### config.mk
export PLATFORM = sky130hd
export DESIGN_NAME = arb_req_client
export DESIGN_NICKNAME = d
export VERILOG_FILES = /design/src/rtl/arb_req_client.sv
export SDC_FILE = /design/constraint.sdc
export NUM_CORES = 1
export LEC_CHECK = 0
export BUFFER_PORTS_ARGS = -buffer_cell sky130_fd_sc_hd__clkbuf_2
export CAP_MARGIN = 20
export CORE_ASPECT_RATIO = 0.8
export CORE_MARGIN = 4
export CORE_UTILIZATION = 43
export CTS_BUF_LIST = sky130_fd_sc_hd__clkbuf_4
export DETAILED_ROUTE_END_ITERATION = 12
export HOLD_SLACK_MARGIN = 0.12
export PLACE_DENSITY = 0.71
export SLEW_MARGIN = 20
export SYNTH_ARGS = -nofsm -noshare
export SYNTH_HDL_FRONTEND = slang
export SYNTH_SLANG_ARGS = --single-unit
### constraint.sdc
create_clock -name clk -period 2.99 [get_ports clk]
set_clock_uncertainty 0.1 [all_clocks]
set_input_delay 0.1495 -clock clk [delete_from_list [all_inputs] [get_ports clk]]
set_output_delay 0.1495 -clock clk [all_outputs]
set_load 0.01 [all_outputs]
### src/rtl/arb_req_client.sv
`timescale 1ns/1ps
`default_nettype none
// ============================================================================
//  Module   : arb_req_client
//  Purpose  : Arbitrated bus master client. Buffers burst commands in a small
//             FIFO, requests the bus, emits cmd_len+1 incrementing data beats
//             while granted, and flags protocol errors (stray / lost grant).
//  Revision : 1.0  initial release
// ============================================================================
module arb_req_client #(
   parameter int DATA_W = 32,
   parameter int LEN_W  = 4,
   parameter int DEPTH  = 4
) (
   input  logic              clk,
   input  logic              rst_n,
   input  logic              cmd_valid,
   output logic              cmd_ready,
   input  logic [DATA_W-1:0] cmd_data,
   input  logic [LEN_W-1:0]  cmd_len,
   output logic              req,
   input  logic              gnt,
   output logic              bus_valid,
   output logic [DATA_W-1:0] bus_data,
   output logic              bus_last,
   input  logic              err_clr,
   output logic              err_unreq,
   output logic              err_drop
);

   localparam int PTR_W = $clog2(DEPTH);
   localparam int CNT_W = $clog2(DEPTH + 1);
   localparam int ENT_W = DATA_W + LEN_W;

   // DEPTH must be a power of two so the pointers wrap naturally.
   if (DEPTH < 2 || (DEPTH & (DEPTH - 1)) != 0) begin : g_bad_depth
      $error("arb_req_client: DEPTH must be a power of two >= 2");
   end

   typedef enum logic [1:0] {
      S_IDLE = 2'd0,
      S_REQ  = 2'd1,
      S_XFER = 2'd2,
      S_GAP  = 2'd3
   } state_t;

   state_t             state;
   state_t             state_nxt;

   logic [ENT_W-1:0]   mem [DEPTH];
   logic [PTR_W-1:0]   wr_ptr;
   logic [PTR_W-1:0]   rd_ptr;
   logic [CNT_W-1:0]   count;
   logic               full;
   logic               empty;
   logic               push;
   logic               pop;
   logic               emit;
   logic               drop;
   logic [LEN_W-1:0]   beat_cnt;
   logic [ENT_W-1:0]   head;
   logic [DATA_W-1:0]  head_data;
   logic [LEN_W-1:0]   head_len;

   assign full      = (count == CNT_W'(DEPTH));
   assign empty     = (count == '0);
   assign cmd_ready = ~full;
   // Push is gated by full alone; a pop in the same cycle does not free a slot.
   assign push      = cmd_valid & ~full;
   assign head      = mem[rd_ptr];
   assign head_data = head[ENT_W-1:LEN_W];
   assign head_len  = head[LEN_W-1:0];

   // Command storage; contents need no reset because occupancy gates use.
   always_ff @(posedge clk) begin
      if (push) begin
         mem[wr_ptr] <= {cmd_data, cmd_len};
      end
   end

   // FIFO pointers and occupancy.
   always_ff @(posedge clk or negedge rst_n) begin
      if (!rst_n) begin
         wr_ptr <= '0;
         rd_ptr <= '0;
         count  <= '0;
      end else begin
         if (push) wr_ptr <= wr_ptr + PTR_W'(1);
         if (pop)  rd_ptr <= rd_ptr + PTR_W'(1);
         count <= count + CNT_W'(push) - CNT_W'(pop);
      end
   end

   // State register.
   always_ff @(posedge clk or negedge rst_n) begin
      if (!rst_n) begin
         state <= S_IDLE;
      end else begin
         state <= state_nxt;
      end
   end

   // Next state plus beat-emit / pop / grant-drop decisions. A beat is
   // launched on the edge that samples the grant, so the first beat shows up
   // the cycle after gnt is seen in REQ; the burst retires on the edge after
   // the last beat has been presented.
   always_comb begin
      state_nxt = state;
      emit      = 1'b0;
      pop       = 1'b0;
      drop      = 1'b0;
      case (state)
         S_IDLE: begin
            if (!empty) state_nxt = S_REQ;
         end
         S_REQ: begin
            if (gnt) begin
               emit      = 1'b1;
               state_nxt = S_XFER;
            end
         end
         S_XFER: begin
            if (bus_last) begin
               pop       = 1'b1;
               state_nxt = S_GAP;
            end else if (gnt) begin
               emit = 1'b1;
            end else begin
               drop = 1'b1;
            end
         end
         S_GAP: begin
            state_nxt = S_IDLE;
         end
         default: begin
            state_nxt = S_IDLE;
         end
      endcase
   end

   // Registered bus outputs, beat counter and sticky error flags.
   always_ff @(posedge clk or negedge rst_n) begin
      if (!rst_n) begin
         req       <= 1'b0;
         bus_valid <= 1'b0;
         bus_data  <= '0;
         bus_last  <= 1'b0;
         beat_cnt  <= '0;
         err_unreq <= 1'b0;
         err_drop  <= 1'b0;
      end else begin
         req <= (state_nxt == S_REQ) || (state_nxt == S_XFER);
         if (emit) begin
            bus_valid <= 1'b1;
            bus_data  <= head_data + DATA_W'(beat_cnt);
            bus_last  <= (beat_cnt == head_len);
            beat_cnt  <= beat_cnt + LEN_W'(1);
         end else begin
            bus_valid <= 1'b0;
            bus_data  <= '0;
            bus_last  <= 1'b0;
            if (pop) beat_cnt <= '0;
         end
         // A new error in the clearing cycle keeps the flag set.
         err_unreq <= (gnt & ~req) | (err_unreq & ~err_clr);
         err_drop  <= drop | (err_drop & ~err_clr);
      end
   end

   // Protocol sanity checks.
   always @(posedge clk) begin
      if (rst_n) begin
         assert (!bus_last || bus_valid);
         assert (!bus_valid || req);
         assert (!(push && full));
         assert (!(pop && empty));
      end
   end

endmodule
`default_nettype wire

; Word level (Yosys, flattened, before mapping)
; Memory sizes are Yosys's and may differ from the RTL's.
; Index checks and enable logic that the tools add are counted.
[op_classes]
addsub = 6
eq_ne = 7
n_mux = 19
n_bitwise = 9
n_reduce_logical = 4
[op_table]
columns = cell, count
row1 = 32-bit by 4-bit adder with 32-bit output, 1
row2 = 32-bit two-way mux, 1
row3 = 1-bit two-way mux, 11
row4 = 4-bit two-way mux, 2
row5 = 2-bit case mux with 4 select lines, 1
row6 = "2-bit == test, second input constant", 3
row7 = 2-bit two-way mux, 3
row8 = "2-bit by 1-bit adder with 2-bit output, second input constant", 2
row9 = "4-bit by 1-bit adder with 4-bit output, second input constant", 1
row10 = 1-bit bitwise AND, 4
row11 = "2-bit by 1-bit == test with 1-bit output, second input constant", 2
row12 = 4-bit == test, 1
row13 = 3-bit by 1-bit adder with 3-bit output, 1
row14 = "3-bit == test, second input constant", 1
row15 = 3-bit logical NOT, 1
row16 = 1-bit inverter, 3
row17 = 3-bit by 1-bit subtractor with 3-bit output, 1
row18 = 2-bit logical NOT, 1
row19 = 1-bit OR, 2
row20 = 1-bit case mux with 2 select lines, 1
row21 = 2-bit nonzero test, 1
row22 = 1-bit logical OR, 1
[word_totals]
ff_bits = 50
ram_bits = 144
inputBits = 41
mem_count = 1
[memory_table]
columns = name, depth, width, rd, rd_clocked_by_memory_dff, wr, line
row1 = mem, 4, 36, 1, 0, 1, 50  ; logic [ENT_W-1:0] mem [DEPTH];

; Longest topological paths before layout
; Gate-level depths: netlist (run 1).
[depth]
ltp_word = 5
mapped_depth = 13

; Worst setup path before layout (run 1)
; Ideal clock, no wire load.
[synth_timing]
path_type = register to register
startpoint = reg rd_ptr[0]
endpoint = reg bus_data[21]
setup_time_ps = 78
arrival_ps = 2991
required_time_ps = 2812
path_slack_ps = -179
stages_incl_launch_ff = 12
path_buffers = 4
path_cell_list = dfrtp_1 > buf_6 > buf_6 > buf_2 > mux4_2 > ha_1 > o21ai_0 > o21bai_1 > nand4_2 > buf_2 > or3_1 > a21oi_1
[synth_via]
elab_chain_len = 3
[synth_rtl]
columns = item, line
row1 = from (decl), 52  ; logic [PTR_W-1:0] rd_ptr;
row2 = from (signal assigned), 89  ; if (pop) rd_ptr <= rd_ptr + PTR_W'(1);
row3 = memory 4 x 36 bit, --
row4 = 32-bit by 4-bit adder with 32-bit output, 155  ; bus_data <= head_data + DATA_W'(beat_cnt);
row5 = 32-bit two-way mux, 153  ; if (emit) begin
row6 = to (signal assigned), 155
row7 = to (decl), 24  ; output logic [DATA_W-1:0] bus_data,
; No other way between the ends.
; A chain may end at the register's enable or synchronous reset.

; Worst setup path after layout (run 1)
[layout_timing]
startpoint = reg rd_ptr[0]
endpoint = reg bus_data[25]
; Same word-level chain as after synthesis.

==> out/summary.txt, run 1 <==
Fillers = 1459
Largest area contributor in the netlist = edfxtp_1
Metal3 WL = 805 um
Ant. Diodes = 0
Total gr overflow = 0
Top area cells in the synthesized netlist = edfxtp_1 (54%), dfrtp_1 (16%), mux4_2 (6.5%)
DRC Markers = 0
Mapped Area = 7960 sq um
Crit path capture type = register
P_leak = 0.00361 uW
GRT Total Usage = 0.169
First-pass DRT Iterations = 6
Avg Inst Size Synth = 17.3 sq um
DIE AREA = 20800 sq um
CTS tree = yes
Initial antenna violation count = 1
Top sig layer = met5
PD cells = 785 nW/um^2
Unique cell type count in the Yosys netlist = 48
Status = finished clean
DR vias = 4698
Post-Synth Adder-Cell Area = 0.0270
I/O pin cnt = 79
Routability cong. = 0.857
Input/output buffers = 78
FMAX = 343 MHz
Synth Area in XOR/XNOR = 0.0198
Area Overhead vs Synth = 19.7%
Actual slew at the worst max-slew pin = 0.596 ns
Final WL = 17000 um
Ys Warns = 0
Clk Latency, worst-skew pair = 0.57 ns
Largest net degree at the start of global routing = 37
WL/cell = 19.7 um
Synth Instances = 460
CP max FO = 14
Count leader, synth = edfxtp_1
Top_reg_cell synth = edfxtp_1
Combinational family with the most area after synthesis = multiplexers
HP Class = input port to register
CTS Sinks = 194
Final ANT Viol Nets = 0
Max-Cap Viols = 0
Max Slew Vio Count = 0
Vias/cell = 5.47
Die H = 130 um
Placement-stage cell area = 8760 sq um
Hpwl dp = 11200 um
Simple-Gate Fraction of Synth Area = 0.0707
Post-synthesis sequential area ratio = 0.701
Share of layout cells above drive strength 1 = 0.286
Max IR drop VDD = 0.000392 V
FF-to-FF setup slack = 0.07 ns
Final setup viols = 0
Root buffer cell = clkbuf_4
Arr. time, crit path = 3.30 ns
Reg clk slew, reported paths = 0.19 ns
Relative slew margins = 0.603
Multi-input gate area in the final layout = 2260 sq um
CTS max path bufs = 2
Nets = 673
Syn Nets = 517
Critical Path Start Type = register
M1 wire length = 7590 um
Number of flops mapped to enable cells by yosys = 144
Setup CP Type = register to register
Synth Area in Compound Gates = 0.0520
Placeable Area = 18200 sq um
Flops & latches, synth = 194
FP Rows = 44
Crit share post-route = 0.976
Vias in the first global route = 4865
Fin area = 9530 sq um
Initial Util = 0.438
Chip Width = 160 um
CTS buffer count = 17
First-pass GRT wire length = 26800 um
Final hold violations = 0
RSZ-0062 raised after global routing = yes
Final min period = 2.92 ns
CTS H-tree lvls = 4
Total Power = 7480 uW
Yosys top cell area share = 0.543
Met2 WL = 8380 um
Worst Path Required = 3.37 ns
Ys async rst share = 0.258
Multiplexer area fraction after synthesis = 0.109
Synth cell count leaders = edfxtp_1 (144), dfrtp_1 (50), mux4_2 (23), nand2_1 (20), a21oi_1 (17)
Iter 0 DRT Violations = 376
Seq. cell area = 5580 sq um
==> path summary, 6_finish.rpt <==
path | from | end | depth (start not counted)
min reg2reg | err_drop | err_drop | 1
max reg2reg | rd_ptr[0] | bus_data[25] | 8
min | cmd_data[20] | mem[2][24] | 2
min in group asynchronous | rst_n | bus_data[9] | 4
max | rd_ptr[0] | bus_data[25] | 8
max in group asynchronous | rst_n | rd_ptr[0] | 4
==> per-layer routing <==
| layer | up-vias | track usage |
|---|---|---|
| met5 | - | 0 |
| met3 | 16 | 0.0394 |
| met1 | 2405 | 0.232 |
| met4 | 2 | 0.0415 |
| li1 | 2142 | - |
| met2 | 133 | 0.279 |
==> critical path: stages (launching register included) <==
cell and delay [ns]:
dfrtp_2 0.48, buf_4 0.15, mux4_2 0.49, ha_1 0.33
o21ai_0 0.15, o21bai_2 0.25, nand4_4 0.24, or4_1 0.52
a21oi_1 0.16
==> report_power, final <==
group,switching [uW],total (uW),internal (uW),leakage [uW]
Clock,956,1410,456,0.000155
Sequential,246,3770,3520,0.00199
Combinational,1320,2300,977,0.00147
Total,2520,7480,4960,0.00361
==> final cells by class <==
cell class              count  area share
clock inverters            15      0.0169
flip-flops and latches    194       0.585
clock buffers              17      0.0134
inverters                  15     0.00591
repair buffers            154       0.112
multi-input cells         234       0.237
well taps                 230      0.0302
==> metrics by stage <==
stage	setup WS (ns)	cells	util	TNS (ns)	hold WS [ns]
5_1_grt	-0.0677	859	0.525	-0.160	0.176
2_1_floorplan	0.00826	460	-	0	-0.246
6_report	0.0703	859	0.525	0	0.230
4_1_cts	0.0119	855	0.522	0	0.185
3_3_place_gp	0.131	780	0.482	0	0.0881
3_5_place_dp	0.0447	780	0.482	0	0.0856
==> layout by cell type, fill, tap and decap left out, types with 4 or more instances in the layout <==
master and count:
edfxtp_1 144, clkbuf_2 78, dfrtp_1 49, dlygate4sd3_1 42, buf_4 33, mux4_2 23
nand2_1 20, a21oi_1 17, clkbuf_4 17, nor2_1 15, o21ai_0 15, inv_1 14
mux4_1 13, ha_1 13, o31ai_1 10, or4_1 10, nand3_1 10, xor2_1 10
xnor2_1 8, and3_1 7, or3_1 7, and2_1 6, nand4_1 6, inv_8 6
o21a_1 4, nor3_1 4
==> kinds of logic (layout without fill, tap and decap cells) <==
kind of cell             count (synthesis)  after routing
flip-flops                             194            194
AND/OR/NAND/NOR                         99             99
AO/OA/AOI/OAI                           64             64
multiplexers                            37             37
buffers and inverters                   32            201
XOR/XNOR                                18             18
adder cells (fa/ha/maj)                 16             16
==> what timing repair did <==
item / in CTS / in global routing
resized for setup: 0 / 6
hold buffers: 43 / 0
buffers inserted: 0 / 4
endpoints found under the hold margin: 202 / 0
setup endpoints to repair: 0 / 16
==> state kept, by name (all words and copies together), names as in the netlist <==
name and count:
state 2, rd_ptr 2, mem 144, wr_ptr 2, req 1, beat_cnt 4, err_unreq 1, bus_valid 1
bus_last 1, bus_data 32, err_drop 1, count 3
Power figures use the tool's default switching activity.
==> run 2, diff against run 1 <==
--- a/config.mk
+++ b/config.mk
@@ -5,15 +5,15 @@
 export SDC_FILE = /design/constraint.sdc
 export NUM_CORES = 1
 export LEC_CHECK = 0
-export BUFFER_PORTS_ARGS = -buffer_cell sky130_fd_sc_hd__clkbuf_2
 export CAP_MARGIN = 20
 export CORE_ASPECT_RATIO = 0.8
 export CORE_MARGIN = 4
 export CORE_UTILIZATION = 43
 export CTS_BUF_LIST = sky130_fd_sc_hd__clkbuf_4
 export DETAILED_ROUTE_END_ITERATION = 12
+export DONT_BUFFER_PORTS = 1
 export HOLD_SLACK_MARGIN = 0.12
-export PLACE_DENSITY = 0.71
+export PLACE_DENSITY = 0.68
 export SLEW_MARGIN = 20
 export SYNTH_ARGS = -nofsm -noshare
 export SYNTH_HDL_FRONTEND = slang
==> run 2 against run 1 <==
  * Cell area fell by 3.9%
  * Worst setup slack better by 0.075 ns
  * Critical path type unchanged
  * First-iteration DRC count fell by 24%
  * Critical endpoint is now bus_data[10]
  * Worst hold slack got worse by 0.052 ns
  * Critical path depth is the same
==> out/summary.txt, run 2 (synthesis results as in run 1) <==
Status = finished clean (unchanged)
Initial antenna violation count = 0 (was 1)
DIE AREA = 20800 sq um (unchanged)
Most frequent cells in the layout = edfxtp_1 (144), dfrtp_1 (49), dlygate4sd3_1 (48), mux4_2 (23), buf_4 (22) (was edfxtp_1 (144), clkbuf_2 (78), dfrtp_1 (49), dlygate4sd3_1 (42), buf_4 (33))
Max-Cap Viols = 0 (unchanged)
Final setup viols = 0 (unchanged)
Peak per-stage delay on the critical path = 0.54 ns (was 0.52 ns)
Top Registers = mem x144, bus_data x32, beat_cnt x4 (unchanged)
Biggest register = mem (unchanged)
GRT Total Usage = 0.165 (was 0.169)
FMAX = 352 MHz (was 343 MHz)
WL/cell = 21.2 um (was 19.7 um)
Root buffer cell = clkbuf_4 (unchanged)
FF-to-FF setup slack = 0.15 ns (was 0.07 ns)
Total gr overflow = 0 (unchanged)
DR vias = 4318 (was 4698)
DRC Markers = 0 (unchanged)
Critical Path Start Type = register (unchanged)
Share of layout cells above drive strength 1 = 0.164 (was 0.286)
Layout Utilization = 0.504 (was 0.525)
First-pass GRT wire length = 25900 um (was 26800 um)
Initial Util = 0.438 (unchanged)
Routability cong. = 0.858 (was 0.857)
Relative slew margins = 0.597 (was 0.603)
Max IR drop VDD = 0.000383 V (was 0.000392 V)
Reg2reg end = bus_data[10] (was bus_data[25])
Final hold violations = 0 (unchanged)
FP Rows = 44 (unchanged)
Largest net degree at the start of global routing = 51 (was 37)
Seq. cell area = 5580 sq um (unchanged)
Setup CP Type = register to register (unchanged)
Reg-to-Reg Start = rd_ptr[0] (unchanged)
I/O pin cnt = 79 (unchanged)
Chip Width = 160 um (unchanged)
Input/output buffers = 0 (was 78)
Max Slew Vio Count = 0 (unchanged)
Hold EP = mem[2][16] (was mem[2][24])
Crit share post-route = 0.951 (was 0.976)
Multi-input gate area in the final layout = 2250 sq um (was 2260 sq um)
PD cells = 790 nW/um^2 (was 785 nW/um^2)
Worst Setup SP = rd_ptr[0] (unchanged)
CP max-delay cell = mux4_2 (was or4_1)
Fin area = 9160 sq um (was 9530 sq um)
Final min period = 2.84 ns (was 2.92 ns)
Clk Latency, worst-skew pair = 0.57 ns (about the same)
Arr. time, crit path = 3.24 ns (was 3.30 ns)
Placeable Area = 18200 sq um (unchanged)
Final hold slack = 0.178 ns (was 0.230 ns)
Worst Path Required = 3.39 ns (was 3.37 ns)
CTS Sinks = 194 (unchanged)
Hold Crit Start = cmd_data[12] (was cmd_data[20])
First-pass DRT Iterations = 4 (was 6)
Final ANT Viol Nets = 0 (unchanged)
Placement-stage cell area = 8330 sq um (was 8760 sq um)
Crit path capture type = register (unchanged)
CP max FO = 10 (was 14)
CTS H-tree lvls = 4 (unchanged)
Fillers = 1515 (was 1459)
Die H = 130 um (unchanged)
Vias in the first global route = 4581 (was 4865)
CTS max path bufs = 2 (unchanged)
Hold Path Depth = 1 (was 2)
Iter 0 DRT Violations = 285 (was 376)
Reg clk slew, reported paths = 0.15 ns (was 0.19 ns)
HP Class = input port to register (unchanged)
P_leak = 0.00326 uW (was 0.00361 uW)
CTS buffer count = 17 (unchanged)
Final WL = 16500 um (was 17000 um)
Area Overhead vs Synth = 15.0% (was 19.7%)
CTS tree = yes (unchanged)
FF-to-FF path depth = 8 (unchanged)
Nets = 592 (was 673)
Max FFs per register = 144 (unchanged)
Actual slew at the worst max-slew pin = 0.605 ns (was 0.596 ns)
Ant. Diodes = 0 (unchanged)
Vias/cell = 5.55 (was 5.47)
Postcts setup bufs = 0 (unchanged)
Most common cell after layout, fill and taps aside = edfxtp_1 (unchanged)
Hpwl dp = 10800 um (was 11200 um)
CP Cell Sequence = mux4_2, ha_1, nor2b_2, o21a_2, o211ai_1, buf_4, or3_1, a21oi_1 (was buf_4, mux4_2, ha_1, o21ai_0, o21bai_2, nand4_4, or4_1, a21oi_1)
[run 2: changes by cell type in the layout (fill, tap and decap cells not counted), sizes merged]
| cell | before | now |
|---|---|---|
| buf | 34 | 25 |
| bufinv | 1 | 2 |
| clkbuf | 95 | 18 |
| clkinv | 3 | 8 |
| dlygate4sd3 | 42 | 48 |
| inv | 24 | 17 |
[run 2: cell type report]
type	count	area share
multi-input cells	234	0.246
clock buffers	18	0.0148
clock inverters	14	0.0150
repair buffers	73	0.0778
flip-flops and latches	194	0.609
well taps	230	0.0314
inverters	15	0.00615
[run 2: how the worst max path moves through the flow]
stage,to,depth (start not counted),slack (ns)
after floorplan,bus_data[12],13,0.008
after global placement,bus_data[19],8,0.16
after detailed placement,bus_data[17],8,0.03
after CTS,bus_data[27],7,0.05
after global routing,bus_data[17],8,-0.005
final,bus_data[10],8,0.15
[run 2: stage by stage]
| stage | setup TNS, ns | cells | setup slack (ns) | total power, uW |
|---|---|---|---|---|
| detailed placement | 0 | 696 | 0.0344 | 5860 |
| floorplan | 0 | 460 | 0.00826 | 5230 |
| CTS | 0 | 776 | 0.0534 | 7310 |
| global placement | 0 | 696 | 0.158 | 5750 |
| global route | -0.0101 | 778 | -0.00515 | 7700 |
| finish | 0 | 778 | 0.145 | 7240 |
[run 2: critical path, delay by kind of cell (launching register included)]
kind | cells | cell delay, ns
muxes | 1 | 0.54
DFF | 1 | 0.50
and+or+nand+nor | 2 | 0.56
adders and majority gates | 1 | 0.35
buffers and inverters | 1 | 0.21
AOI/OAI and AO/OA | 3 | 0.53
[run 2: repair_timing]
action,in CTS,in global routing
gates cloned,0,0
pin swaps,0,1
endpoints found under the setup margin,1,17
resized for setup,1,4
hold buffers,48,2
endpoints found under the hold margin,304,36
[run 2: per-layer routing]
metal  GRT usage  wire (um)
met1       0.216       7070
met2       0.272       8100
met3      0.0521       1150
met4      0.0435        139
met5           0          0
[run 2: power by group]
part	internal (uW)	switching (uW)	total, uW	leakage [uW]
Sequential	3520	328	3850	0.00199
Clock	501	847	1350	0.000147
Combinational	860	1180	2040	0.00113
Total	4890	2350	7240	0.00326
